File: src/rtl/stream_arb2_pkg.sv
// Shared types and source encodings for the two-input stream arbiter.
package stream_arb2_pkg;

    typedef enum logic [1:0] {IDLE, LOCK_A, LOCK_B} lock_state_t;

    localparam logic SRC_A = 1'b1;
    localparam logic SRC_B = 1'b0;

endpackage

File: src/rtl/rr_grant2.sv
// Combinational two-way grant: packet lock forcing first, then the single valid
// source, otherwise the round-robin priority pointer.
module rr_grant2
    import stream_arb2_pkg::*;
(
    input  logic a_valid,
    input  logic b_valid,
    input  logic prio,
    input  logic force_a,
    input  logic force_b,
    output logic sel
);

    always_comb begin
        sel = prio;
        if (force_a) begin
            sel = SRC_A;
        end else if (force_b) begin
            sel = SRC_B;
        end else if (a_valid && !b_valid) begin
            sel = SRC_A;
        end else if (b_valid && !a_valid) begin
            sel = SRC_B;
        end
    end

endmodule

File: src/rtl/stream_arb2.sv
// Two-input round-robin stream arbiter with a registered output stage.
// Optional packet lock is enabled by defining STREAM_ARB2_LOCK_EN.
module stream_arb2
    import stream_arb2_pkg::*;
#(
    parameter int unsigned WIDTH = 32
) (
    input  logic             clk,
    input  logic             rst_n,
    input  logic [WIDTH-1:0] a_data,
    input  logic             a_valid,
    input  logic             a_last,
    output logic             a_ready,
    input  logic [WIDTH-1:0] b_data,
    input  logic             b_valid,
    input  logic             b_last,
    output logic             b_ready,
    output logic             sel,
    output logic [WIDTH-1:0] o_data,
    output logic             o_valid,
    output logic             o_last,
    output logic             o_src,
    input  logic             o_ready
);

    logic prio;
    logic space;
    logic in_xfer;
    logic src_last;
    logic prio_upd;
    logic force_a;
    logic force_b;

    rr_grant2 u_grant (
        .a_valid (a_valid),
        .b_valid (b_valid),
        .prio    (prio),
        .force_a (force_a),
        .force_b (force_b),
        .sel     (sel)
    );

    // rst_n gates the readies so nothing upstream sees a handshake during reset
    assign space   = !o_valid || o_ready;
    assign a_ready = rst_n && space && (sel == SRC_A);
    assign b_ready = rst_n && space && (sel == SRC_B);
    assign in_xfer = (a_ready && a_valid) || (b_ready && b_valid);

`ifdef STREAM_ARB2_LOCK_EN
    lock_state_t lock_state;

    assign force_a  = (lock_state == LOCK_A);
    assign force_b  = (lock_state == LOCK_B);
    assign src_last = (sel == SRC_A) ? a_last : b_last;
    assign prio_upd = in_xfer && src_last;

    always_ff @(posedge clk or negedge rst_n) begin
        if (!rst_n) begin
            lock_state <= IDLE;
        end else if (in_xfer) begin
            if (src_last) begin
                lock_state <= IDLE;
            end else begin
                lock_state <= (sel == SRC_A) ? LOCK_A : LOCK_B;
            end
        end
    end
`else
    logic unused_last;

    assign force_a     = 1'b0;
    assign force_b     = 1'b0;
    assign src_last    = 1'b0;
    assign prio_upd    = in_xfer;
    assign unused_last = a_last ^ b_last;
`endif

    always_ff @(posedge clk or negedge rst_n) begin
        if (!rst_n) begin
            o_valid <= 1'b0;
            o_data  <= '0;
            o_last  <= 1'b0;
            o_src   <= SRC_B;
            prio    <= SRC_A;
        end else begin
            if (in_xfer) begin
                o_valid <= 1'b1;
                o_data  <= (sel == SRC_A) ? a_data : b_data;
                o_last  <= src_last;
                o_src   <= sel;
            end else if (o_valid && o_ready) begin
                o_valid <= 1'b0;
            end
            if (prio_upd) begin
                prio <= !sel;
            end
        end
    end

endmodule

File: config.mk
export PLATFORM = sky130hd
export DESIGN_NAME = stream_arb2
export DESIGN_NICKNAME = d
export VERILOG_FILES = /design/src/rtl/stream_arb2_pkg.sv /design/src/rtl/rr_grant2.sv /design/src/rtl/stream_arb2.sv
export SDC_FILE = /design/constraint.sdc
export NUM_CORES = 1
export LEC_CHECK = 0
export ABC_AREA = 1
export BUFFER_PORTS_ARGS = -buffer_cell sky130_fd_sc_hd__buf_4
export CORE_ASPECT_RATIO = 0.7
export CORE_MARGIN = 5
export CORE_UTILIZATION = 43
export DETAILED_ROUTE_END_ITERATION = 10
export PLACE_DENSITY = 0.75
export SYNTH_ARGS = -nofsm -noshare
export SYNTH_HDL_FRONTEND = slang
export SYNTH_SLANG_ARGS = --single-unit
File: constraint.sdc
create_clock -name clk -period 1.4 [get_ports clk]
set_input_delay 0.21 -clock clk [delete_from_list [all_inputs] [get_ports clk]]
set_output_delay 0.21 -clock clk [all_outputs]
set_load 0.02 [all_outputs]
==> results of run 1 <==
[registers in the layout (all words and copies together), names as in the netlist]
| signal | count |
|---|---|
| o_data | 32 |
| o_src | 1 |
| prio | 1 |
| o_valid | 1 |
[area by class of cell]
cell class	count	area, µm²	share of cell area, %
flip-flops and latches	35	877	29.8
clock inverters	2	35.0	1.19
multi-input cells	208	851	28.9
clock buffers	6	82.6	2.80
inverters	5	22.5	0.764
well taps	55	68.8	2.34
repair buffers	122	1010	34.3
[critical path: stages, from the launching register on]
cell and delay (ps):
dfstp_2 530, nand2_1 60, nand2_2 80, nand2_4 80, clkinvlp_4 100, nor2_2 40, buf_6 130
[synthesized netlist by cell type (2+ instances only)]
library cell,count,area share [%]
nor2_1,3,0.61
inv_1,4,0.81
buf_2,11,3.0
nand2_1,165,33
buf_6,4,2.4
nand3_1,32,8.6
o21ai_0,2,0.54
dfrtp_1,34,46
nand2_2,2,0.68
[metrics by stage]
stage	cells	utilization [%]	hold WS (ps)
floorplan	264	-	-85.6
global placement	417	63.8	286
detailed placement	417	63.8	290
CTS	431	67.8	136
global route	433	69.3	139
finish	433	69.3	140
[final timing paths]
check,start,endpoint
worst max-delay path,prio$_DFFE_PN1P_,b_ready
worst min-delay path,o_ready,o_valid$_DFFE_PN0P_
worst max register to register,prio$_DFFE_PN1P_,o_data[21]$_DFFE_PN0P_
worst min register to register,o_data[6]$_DFFE_PN0P_,o_data[6]$_DFFE_PN0P_
max in group asynchronous,rst_n,prio$_DFFE_PN1P_
min in group asynchronous,rst_n,o_data[25]$_DFFE_PN0P_
[power by group through the flow]
stage                     sequential (mW)  clock [mW]  combinational (mW)
after global routing                 1.39        1.01                1.73
final                                1.36       0.940                1.58
after CTS                            1.36       0.950                1.53
after floorplan                      1.62           0               0.533
after global placement               1.36           0                1.46
after detailed placement             1.37           0                1.49
[per-layer routing]
metal | routed length [µm] | vias to the layer above
li1 | - | 1038
met1 | 2570 | 991
met2 | 2860 | 72
met3 | 515 | 6
met4 | 82 | 0
met5 | 0 | -
[repair_timing]
action	4_1_cts	5_1_grt
endpoints found under the hold margin	34	0
gates resized for setup	2	3
setup endpoints to repair	3	35
gates cloned	0	2
hold buffers	1	0
setup buffers	5	0
pin swaps	4	1
[cells by family after synthesis]
logic type,count (synthesis),synth area share [%]
simple gates,204,44.6
flops,35,47.4
buf+inv,21,6.82
compound gates,3,1.01
other cells,1,0.203
==> flow_summary.json, run 1 <==
{
  "yosys_warnings": 0,
  "die_w_um": 88.4,
  "power_frac_clock_pct": 24.2,
  "dp_hpwl_um": 4140,
  "max-vdd-ir-drop_mv": 0.844,
  "pwr-share-comb_pct": 40.7,
  "drt_first_pass_iters": 4,
  "grt_max_degree": 36,
  "antenna_found_initial": 0,
  "power_density_nw_per_um2": 1320,
  "initialDrtViolationCount": 84,
  "p_sw_share_pct": 35.1,
  "syn_nets": 335,
  "setup_viol": 3,
  "grt_use_met2_pct": 31.9,
  "final_common_cell": "nand2_1",
  "detail_route.wl_per_cell_um": 13.9,
  "nFillCells": 372,
  "detail-route-antenna-nets": 0,
  "via_per_inst": 4.87,
  "mostFrequentLayoutCells": "nand2_1, buf_4, dfrtp_1, nand3_1, clkbuf_8",
  "fin_tns_setup_ps": -276,
  "path_class": "register to primary output",
  "synth_area_um2": 1850,
  "synthArstFlopShare_pct": 100,
  "synth_cell_type_count": 16,
  "cts_made_buffers": 5,
  "grt_pass1_vias": 1922,
  "clk_latency_ps": 290,
  "rows": 20,
  "crit_arrival_ps": 1300,
  "syn_to_final_growth_pct": 59.1,
  "period_needed_ps": 1510,
  "seq_power_share_pct": 35.1,
  "path_clk_slew_ps": 70,
  "clock_path_buffers": 2,
  "timing.final.hold_violations": 0,
  "crit_fanout": 4,
  "synth_seq_cells": 35,
  "gr-max-usage-layer": "met2",
  "synth_ff_type": "dfrtp_1",
  "skew_ps": 12.9,
  "maxClockFrequency_mhz": 662,
  "slew_viol_final": 0,
  "use_met3_pct": 5.34,
  "synth-edff-count": 0,
  "fin_area_um2": 2950,
  "drc": 0,
  "pre_cts_ws_ps": 45.3,
  "h-tree-depth": 2,
  "worstHoldPathType": "input pin to register",
  "drive_gt1_share_pct": 36.5,
  "nets": 448,
  "hold_path_depth": 2,
  "cap_violations": 0,
  "cts_tree": "yes",
  "coreArea_um2": 4250,
  "synthCells": 264,
  "clock-sinks": 35,
  "worst_slack_ps": -111,
  "clock-root-buffer": "clkbuf_8",
  "die_y_um": 64.9,
  "grt_overflow": 0,
  "violations": "setup timing",
  "grt_pass1_wl_um": 8940,
  "power_mw": 3.88,
  "worst_ep_required_time_ps": 1190,
  "place_congestion": 0.795,
  "p_switching_mw": 1.36,
  "port_buffers": 105,
  "fp.dieArea_um2": 5740,
  "power.leakage_nw": 1.73,
  "synth-seq-area-share_pct": 47.4,
  "min_period_over_period_pct": 108,
  "cp-end-kind": "primary output",
  "grt.total_usage_pct": 19.9,
  "totalWireLength_um": 6020,
  "use_met1_pct": 26.3,
  "initial_core_util_pct": 43.5,
  "internal_power_mw": 2.52,
  "placed_cell_area_um2": 2710,
  "r2r_cells": 9,
  "cp-start-kind": "register",
  "vias": 2107,
  "num_antenna_cells": 0,
  "status": "complete, but fails checks",
  "io_pins": 109,
  "postSynthAreaPerCell_um2": 7.01,
  "ff2ff_setup_slack_ps": 10,
  "rsz0062_at_grt": "yes"
}
Note: power is estimated with default switching activity, not from simulation.
==> run 2, diff against run 1 <==
Settings changed: SKIP_CTS_REPAIR_TIMING set to 1, SLEW_MARGIN set to 25.
==> flow_summary.json, run 2 (synthesized netlist as in run 1, its figures left out) <==
{
  "die_w_um": 88.4,
  "crit_fanout": 6,
  "io_pins": 109,
  "min_period_over_period_pct": 110,
  "seq_power_share_pct": 36.1,
  "worstHoldPathType": "input pin to register",
  "power_density_nw_per_um2": 1320,
  "path_clk_slew_ps": 60,
  "maxClockFrequency_mhz": 647,
  "detail-route-antenna-nets": 0,
  "cts_made_buffers": 5,
  "totalWireLength_um": 5620,
  "clock-sinks": 35,
  "final_common_cell": "nand2_1",
  "syn_to_final_growth_pct": 54.5,
  "initialDrtViolationCount": 88,
  "setup_viol": 3,
  "cp-start-kind": "register",
  "h-tree-depth": 2,
  "ff2ff_setup_slack_ps": 50,
  "drt_first_pass_iters": 4,
  "mostFrequentLayoutCells": "nand2_1, buf_4, dfrtp_1, nand3_1, clkbuf_8",
  "period_needed_ps": 1540,
  "nets": 444,
  "largest_reg_flops": 32,
  "p_sw_share_pct": 34.8,
  "clock_path_buffers": 2,
  "coreArea_um2": 4250,
  "pre_cts_ws_ps": 45.3,
  "crit_arrival_ps": 1330,
  "rsz0062_at_grt": "yes",
  "internal_power_mw": 2.46,
  "cp-end-kind": "primary output",
  "fin_area_um2": 2860,
  "slew_viol_final": 0,
  "vias": 2047,
  "fp.dieArea_um2": 5740,
  "power_frac_clock_pct": 24.4,
  "detail_route.wl_per_cell_um": 13.1,
  "port_buffers": 105,
  "max-vdd-ir-drop_mv": 0.809,
  "startpoint": "prio$_DFFE_PN1P_",
  "path_class": "register to primary output",
  "placed_cell_area_um2": 2710,
  "worst_slack_ps": -145,
  "pwr-share-comb_pct": 39.5,
  "skew_ps": 3.68,
  "p_switching_mw": 1.31,
  "cpMostUsedCell": "nand2_2",
  "top_register": "o_data",
  "drive_gt1_share_pct": 36.4,
  "rows": 20,
  "postLayoutCoreUtil_pct": 67.3,
  "worst_ep_required_time_ps": 1190,
  "clock-root-buffer": "clkbuf_8",
  "grt_max_degree": 36,
  "grt.total_usage_pct": 19.5,
  "die_y_um": 64.9,
  "power_mw": 3.77,
  "dp_hpwl_um": 4140,
  "grt_pass1_vias": 1903,
  "via_per_inst": 4.77,
  "grt_pass1_wl_um": 8780,
  "power.leakage_nw": 1.69,
  "violations": "setup timing",
  "initial_core_util_pct": 43.5,
  "hold_start": "o_ready",
  "reg2reg_from": "prio$_DFFE_PN1P_",
  "place_congestion": 0.795,
  "drc": 0,
  "cts_tree": "yes",
  "num_antenna_cells": 0,
  "crit_chain": "nand2_2 -> nand2_2 -> nand2_4 -> clkinvlp_4 -> nor2_2 -> buf_6",
  "timing.final.hold_violations": 0,
  "status": "complete, but fails checks",
  "cap_violations": 0,
  "grt_overflow": 0,
  "clk_latency_ps": 280,
  "antenna_found_initial": 0,
  "slowest_stage": "dfstp_2",
  "slowest_delay_ps": 550
}
run 2: worst paths after layout:
path                                          end  cells after the start
max                                       b_ready                      6
min                           o_valid$_DFFE_PN0P_                      2
max reg2reg                 o_data[7]$_DFFE_PN0P_                      7
min reg2reg                o_data[16]$_DFFE_PN0P_                      2
max in group asynchronous        prio$_DFFE_PN1P_                      3
min in group asynchronous   o_data[7]$_DFFE_PN0P_                      3
run 2: stage by stage:
step                instances  setup TNS [ps]  hold WS (ps)
finish                    429            -359           141
global route              429            -742           139
CTS                       425            -598         -17.6
detailed placement        417               0           290
global placement          417               0           286
floorplan                 264               0         -85.6
run 2: area by class of cell:
| type | count | area (µm²) |
|---|---|---|
| flip-flops and latches | 35 | 877 |
| clock buffers | 6 | 82.6 |
| inverters | 5 | 22.5 |
| multi-input cells | 208 | 858 |
| fillers | 389 | 1390 |
| clock inverters | 2 | 35.0 |
| repair buffers | 118 | 917 |
| well taps | 55 | 68.8 |
run 2: power by group through the flow:
stage                     clock, mW  combinational, mW  sequential [mW]
after floorplan                   0              0.533             1.62
after global placement            0               1.46             1.36
after detailed placement          0               1.49             1.37
after CTS                     0.950               1.49             1.36
after global routing          0.989               1.64             1.39
final                         0.918               1.49             1.36
run 2: routing by layer:
layer | vias up | share of wire (%) | wire length [µm] | global-route usage [%]
met5 | - | 0 | 0 | 0
met3 | 7 | 8.1 | 456 | 5.21
met2 | 75 | 48 | 2690 | 30.9
met4 | 0 | 1.5 | 82 | 6.23
met1 | 941 | 43 | 2400 | 26.0
li1 | 1024 | - | - | -
run 2: critical path, delay by kind of cell (launching register included):
family	cells	cell delay [ps]
buffers and inverters	2	230
flip-flops	1	550
AND/OR/NAND/NOR	4	280
